### src/rtl/ram_arb_pkg.sv
// ram_arb_pkg
//   Shared definitions for the two-port RAM arbiter: default RAM geometry
//   and the arbiter FSM state encoding.
//   Contents:
//     ADDR_W_DEF  default address width (16 words)
//     DATA_W_DEF  default word width
//     state_e     IDLE / GNT_A / GNT_B
package ram_arb_pkg;

    localparam int ADDR_W_DEF = 4;
    localparam int DATA_W_DEF = 4;

    typedef enum logic [1:0] {
        IDLE  = 2'd0,
        GNT_A = 2'd1,
        GNT_B = 2'd2
    } state_e;

endpackage

### src/rtl/ram16x4.sv
// ram16x4
//   Single-port storage array: synchronous write, asynchronous read.
//   Ports:
//     clk   in   write clock
//     wen   in   write enable; din is stored at addr on the rising edge
//     addr  in   word address (shared by read and write)
//     din   in   write data
//     qout  out  combinational read data, mem[addr]
module ram16x4
    import ram_arb_pkg::*;
#(
    parameter int ADDR_W = ADDR_W_DEF,
    parameter int DATA_W = DATA_W_DEF
) (
    input  logic              clk,
    input  logic              wen,
    input  logic [ADDR_W-1:0] addr,
    input  logic [DATA_W-1:0] din,
    output logic [DATA_W-1:0] qout
);

    logic [DATA_W-1:0] mem [2**ADDR_W];

    // NOTE: the array has no reset on purpose; contents survive rst and a
    // reset loop over every word would not map onto RAM macros.
    always_ff @(posedge clk) begin
        if (wen) begin
            mem[addr] <= din;
        end
    end

    assign qout = mem[addr];

endmodule

### src/rtl/ram_arbiter.sv
// ram_arbiter
//   Round-robin arbiter giving two requesters (A, B) serialised access to
//   one RAM. A grant lasts one cycle; the granted port's command is latched
//   on the grant edge, executed during the GNT cycle, and acknowledged with
//   a one-cycle pulse in the following cycle.
//   Ports:
//     clk, rst                    clock, synchronous active-high reset
//     req_x, wen_x, addr_x, din_x port x request, write enable, address, data
//     gnt_x                       port x owns the RAM this cycle
//     ack_x                       port x access completed (one-cycle pulse)
//     qout                        read data, valid in the ack cycle of a read
//     busy                        arbiter not idle
module ram_arbiter
    import ram_arb_pkg::*;
#(
    parameter int ADDR_W = ADDR_W_DEF,
    parameter int DATA_W = DATA_W_DEF
) (
    input  logic              clk,
    input  logic              rst,
    input  logic              req_a,
    input  logic              wen_a,
    input  logic [ADDR_W-1:0] addr_a,
    input  logic [DATA_W-1:0] din_a,
    input  logic              req_b,
    input  logic              wen_b,
    input  logic [ADDR_W-1:0] addr_b,
    input  logic [DATA_W-1:0] din_b,
    output logic              gnt_a,
    output logic              gnt_b,
    output logic              ack_a,
    output logic              ack_b,
    output logic [DATA_W-1:0] qout,
    output logic              busy
);

    state_e            state_q, state_d;
    logic              last_b_q, last_b_d;
    logic              ack_a_q, ack_a_d;
    logic              ack_b_q, ack_b_d;
    logic [DATA_W-1:0] qout_q, qout_d;
    logic              lat_wen_q, lat_wen_d;
    logic [ADDR_W-1:0] lat_addr_q, lat_addr_d;
    logic [DATA_W-1:0] lat_din_q, lat_din_d;

    logic              elig_a, elig_b;
    logic              ram_wen;
    logic [DATA_W-1:0] ram_rdata;

    // ---------------------------------------------------------------
    // Next-state logic
    // ---------------------------------------------------------------
    always_comb begin
        // A port is not eligible while it is being served or acknowledged,
        // so a request still high in its ack cycle is never served twice.
        elig_a = req_a && !ack_a_q && (state_q != GNT_A);
        elig_b = req_b && !ack_b_q && (state_q != GNT_B);

        // NOTE: every variable gets a default before the case so no path
        // leaves it unassigned and no latch is inferred.
        state_d = IDLE;
        case (state_q)
            IDLE: begin
                if (elig_a && elig_b) begin
                    state_d = last_b_q ? GNT_A : GNT_B;
                end else if (elig_a) begin
                    state_d = GNT_A;
                end else if (elig_b) begin
                    state_d = GNT_B;
                end
            end
            GNT_A: begin
                if (elig_b) begin
                    state_d = GNT_B;
                end else if (elig_a) begin
                    state_d = GNT_A;
                end
            end
            GNT_B: begin
                if (elig_a) begin
                    state_d = GNT_A;
                end else if (elig_b) begin
                    state_d = GNT_B;
                end
            end
            default: state_d = IDLE;
        endcase
    end

    // ---------------------------------------------------------------
    // Command latch, round-robin pointer, ack and read data
    // ---------------------------------------------------------------
    always_comb begin
        last_b_d   = last_b_q;
        lat_wen_d  = lat_wen_q;
        lat_addr_d = lat_addr_q;
        lat_din_d  = lat_din_q;

        // Entering a GNT state is the grant edge: capture that port's command.
        case (state_d)
            GNT_A: begin
                last_b_d   = 1'b0;
                lat_wen_d  = wen_a;
                lat_addr_d = addr_a;
                lat_din_d  = din_a;
            end
            GNT_B: begin
                last_b_d   = 1'b1;
                lat_wen_d  = wen_b;
                lat_addr_d = addr_b;
                lat_din_d  = din_b;
            end
            default: ;
        endcase

        ack_a_d = (state_q == GNT_A);
        ack_b_d = (state_q == GNT_B);

        // A reset arriving in a GNT cycle must stop the write from committing.
        ram_wen = (state_q != IDLE) && lat_wen_q && !rst;

        qout_d = qout_q;
        if ((state_q != IDLE) && !lat_wen_q) begin
            qout_d = ram_rdata;
        end
    end

    // ---------------------------------------------------------------
    // Registers
    // ---------------------------------------------------------------
    // NOTE: sequential state uses non-blocking assignments only, with the
    // synchronous reset taking priority inside the clocked block.
    always_ff @(posedge clk) begin
        if (rst) begin
            state_q  <= IDLE;
            last_b_q <= 1'b1;
            ack_a_q  <= 1'b0;
            ack_b_q  <= 1'b0;
            qout_q   <= '0;
        end else begin
            state_q  <= state_d;
            last_b_q <= last_b_d;
            ack_a_q  <= ack_a_d;
            ack_b_q  <= ack_b_d;
            qout_q   <= qout_d;
        end
    end

    // The command latch is only consumed in GNT states, which are always
    // preceded by a load, so it carries no reset.
    always_ff @(posedge clk) begin
        lat_wen_q  <= lat_wen_d;
        lat_addr_q <= lat_addr_d;
        lat_din_q  <= lat_din_d;
    end

    ram16x4 #(
        .ADDR_W (ADDR_W),
        .DATA_W (DATA_W)
    ) u_ram (
        .clk  (clk),
        .wen  (ram_wen),
        .addr (lat_addr_q),
        .din  (lat_din_q),
        .qout (ram_rdata)
    );

    assign gnt_a = (state_q == GNT_A);
    assign gnt_b = (state_q == GNT_B);
    assign busy  = (state_q != IDLE);
    assign ack_a = ack_a_q;
    assign ack_b = ack_b_q;
    assign qout  = qout_q;

endmodule
### config.mk
export PLATFORM = sky130hd
export DESIGN_NAME = ram_arbiter
export DESIGN_NICKNAME = d
export VERILOG_FILES = /design/src/rtl/ram_arb_pkg.sv /design/src/rtl/ram16x4.sv /design/src/rtl/ram_arbiter.sv
export SDC_FILE = /design/constraint.sdc
export NUM_CORES = 1
export LEC_CHECK = 0
export BUFFER_PORTS_ARGS = -buffer_cell sky130_fd_sc_hd__buf_2
export CORE_ASPECT_RATIO = 1.1
export CORE_UTILIZATION = 25
export DETAILED_ROUTE_END_ITERATION = 8
export PLACE_DENSITY_LB_ADDON = 0.15
export SLEW_MARGIN = 10
export SYNTH_ARGS = -nofsm -noshare
export SYNTH_HDL_FRONTEND = slang
export SYNTH_HIERARCHICAL = 1
export SYNTH_SLANG_ARGS = --single-unit
### constraint.sdc
create_clock -name clk -period 5.8 [get_ports clk]
set_clock_uncertainty 0.2 [all_clocks]
set_input_delay 0.58 -clock clk [delete_from_list [all_inputs] [get_ports clk]]
set_output_delay 0.58 -clock clk [all_outputs]
set_load 0.005 [all_outputs]
==> impl_metrics.yaml <==
timing:
  slew_headroom_pct: 29.2
  setup_ws_ps: 3370
  finalCritPeriodShare_pct: 41.9
  rsz0062_at_grt: "false"
  finalHoldViolations: 0
  setup_viol: 0
  setup_tns_ps: 0
  finalCriticalPeriod_ps: 2430
  slew_viol_final: 0
  fmax_ghz: 0.412
  worst_slew_pin_slew_ps: 1060
floorplanning:
  die_w_um: 113
  core.rowCount: 44
  die-area_um2: 13900
  io_pins: 31
  start_util_pct: 25.6
  die_y_um: 124
  design.core.area_um2: 13200
global_routing:
  grtUsageMet1_pct: 12.6
  grt_pass1_vias: 1753
  grt_usage_pct: 10.3
  grtUsageMet3_pct: 2.04
  grt.overflow.total: 0
  antenna_found_initial: 0
  busiest_layer: "met2"
  grt_start_max_net_pins: 24
  grt_pass1_wl_mm: 10.2
  grt_use_met2_pct: 17.3
cts:
  root_buffer: "clkbuf_16"
  tritoncts: "done"
  cts.sinks: 82
  cts_hold_buffers: 0
  clk_path_buf_depth: 2
  insertion_delay_ps: 340
  htree_levels: 3
  postCtsSetupBuffers: 0
  cts_buffers: 9
  path_clk_slew_ps: 60
  cts.repair.resized: 0
routing:
  via_count: 1715
  drtAntennaViolNets: 0
  wirelength_mm: 6.54
  viasPerCell: 4.43
  avgRoutedWirePerCell_um: 16.9
  drc: 0
  drt_first_iter_violations: 120
  drt_pass1_iterations: 4
final_layout:
  n_antenna_cell: 0
  final_util_pct: 30.2
  drive_gt1_share_pct: 31.9
  num-fill-cells: 1306
  syn_to_final_growth_pct: 18.0
  nets: 244
  fin_cells: 387
placed_design:
  dp_hpwl_mm: 4.33
  place_inst: 371
  gp_congestion: 0.700
  portBuffers: 30
  post-place-ws_ps: 3080
synth:
  synth_top_area_cell: "edfxtp_1"
  synth_seq_area_share_pct: 70.4
  netlist_area_um2: 3370
  syn_nets: 212
  async_flop_share_pct: 0
  netlist.area_leader.share_pct: 65.1
  synth-seq-cells: 82
  synth_edf_count: 73
  synthTopCellsByArea: "edfxtp_1, mux4_2, dfxtp_1"
  synth_common_cells: "edfxtp_1, nor2_1, mux4_2, nand2b_1"
  yosysWarnings: 6
  synth_cell_types: 35
  yosysMostFrequentCell: "edfxtp_1"
  post_synth.cell_area_avg_um2: 17.8
  netlist_instances: 189
  synth_ff_type: "edfxtp_1"
setup_path:
  worst_ep_arrival_time_ps: 2210
  worstSetupPathType: "flip-flop to flip-flop"
  crit_fanout: 23
  worstReg2RegStart: "lat_addr_q[1]"
  end_kind: "flip-flop"
  startpoint: "lat_addr_q[1]"
  worstPathRequired_ps: 5580
  cp-start-kind: "flip-flop"
power:
  vdd_drop_max_mv: 0.128
  cellPowerDensity_nw_per_um2: 373
  leakagePower_nw: 1.35
job:
  drv_cap: 0
status:
  status: "complete, no violations"
min_path:
  min_path_type: "flip-flop to flip-flop"
  hold_start: "qout[0]"
cells by family (layout without fill, tap and decap cells):
logic type	Yosys count	in the layout	synth area share (%)
DFF	82	82	70.4
and+or+nand+nor	55	55	8.69
muxes	30	30	15.9
buffers and inverters	12	49	2.34
AOI/OAI and AO/OA	9	9	2.30
adders and majority gates	1	1	0.371
sequential cells by signal, indices dropped and copies added, names as in the netlist:
signal	count
lat_din_q	4
ack_a	1
u_ram/mem	64
last_b_q	1
lat_wen_q	1
ack_b	1
lat_addr_q	4
qout	4
state_q	2
final timing paths:
check | end | slack [ps] | cells past startpoint
setup / recovery | u_ram/mem[15][3] | 3370 | 2
hold / removal | qout[0] | 270 | 2
setup reg to reg | u_ram/mem[15][3] | 3370 | 2
hold reg to reg | qout[0] | 270 | 2
stage by stage:
stage | area, um2 | hold WS, ps | power (mW)
floorplan | 3370 | 265 | 0.843
global placement | 3660 | 259 | 0.899
detailed placement | 3660 | 265 | 0.898
CTS | 3980 | 276 | 1.51
global route | 3980 | 302 | 1.55
finish | 3980 | 272 | 1.48
critical path: stages (launching register included):
cell      delay, ps
edfxtp_1       1050
nand2_1         360
nor2_1          460
cell usage in the layout (no fill, tap or decap):
master and instances:
and3_1 1, and2_1 2, clkinv_2 2, dfxtp_1 9, a21oi_1 1, or3b_4 1, a211oi_2 1, nor3b_1 1
buf_4 1, bufinv_16 2, mux2_2 9, o21ba_2 1, a22oi_2 1, or3b_2 1, o21ai_0 1, mux4_2 10
and2b_1 1, nand2_1 6, mux2i_1 5, mux4_1 6, buf_2 30, clkinv_4 1, clkinvlp_4 2, nand3b_1 2
nor2_1 13, nand3_1 9, nor2b_1 3, nor3_1 4, edfxtp_1 73, clkbuf_16 9, or2_2 1, a22oi_1 3
ha_1 1, o211a_1 1, nand2b_1 10, inv_1 2
power breakdown:
part / internal (mW) / total, mW / switching (mW)
clock: 0.376 / 0.604 / 0.228
sequential: 0.687 / 0.735 / 0.0476
combinational: 0.0737 / 0.144 / 0.0706
final cells by class:
class,instances,area (um2),area share (%)
repair buffers,31,158,3.97
multi-input cells,95,917,23.1
clock inverters,7,93.8,2.36
inverters,2,7.51,0.189
well taps,161,201,5.07
clock buffers,9,225,5.67
flip-flops and latches,82,2370,59.7
routing by layer:
layer / part of all wire (%) / vias up
li1: - / 808
met1: 44 / 866
met2: 50 / 30
met3: 3.3 / 11
met4: 2.1 / 0
met5: 0 / -
Power figures use the tool's default switching activity.
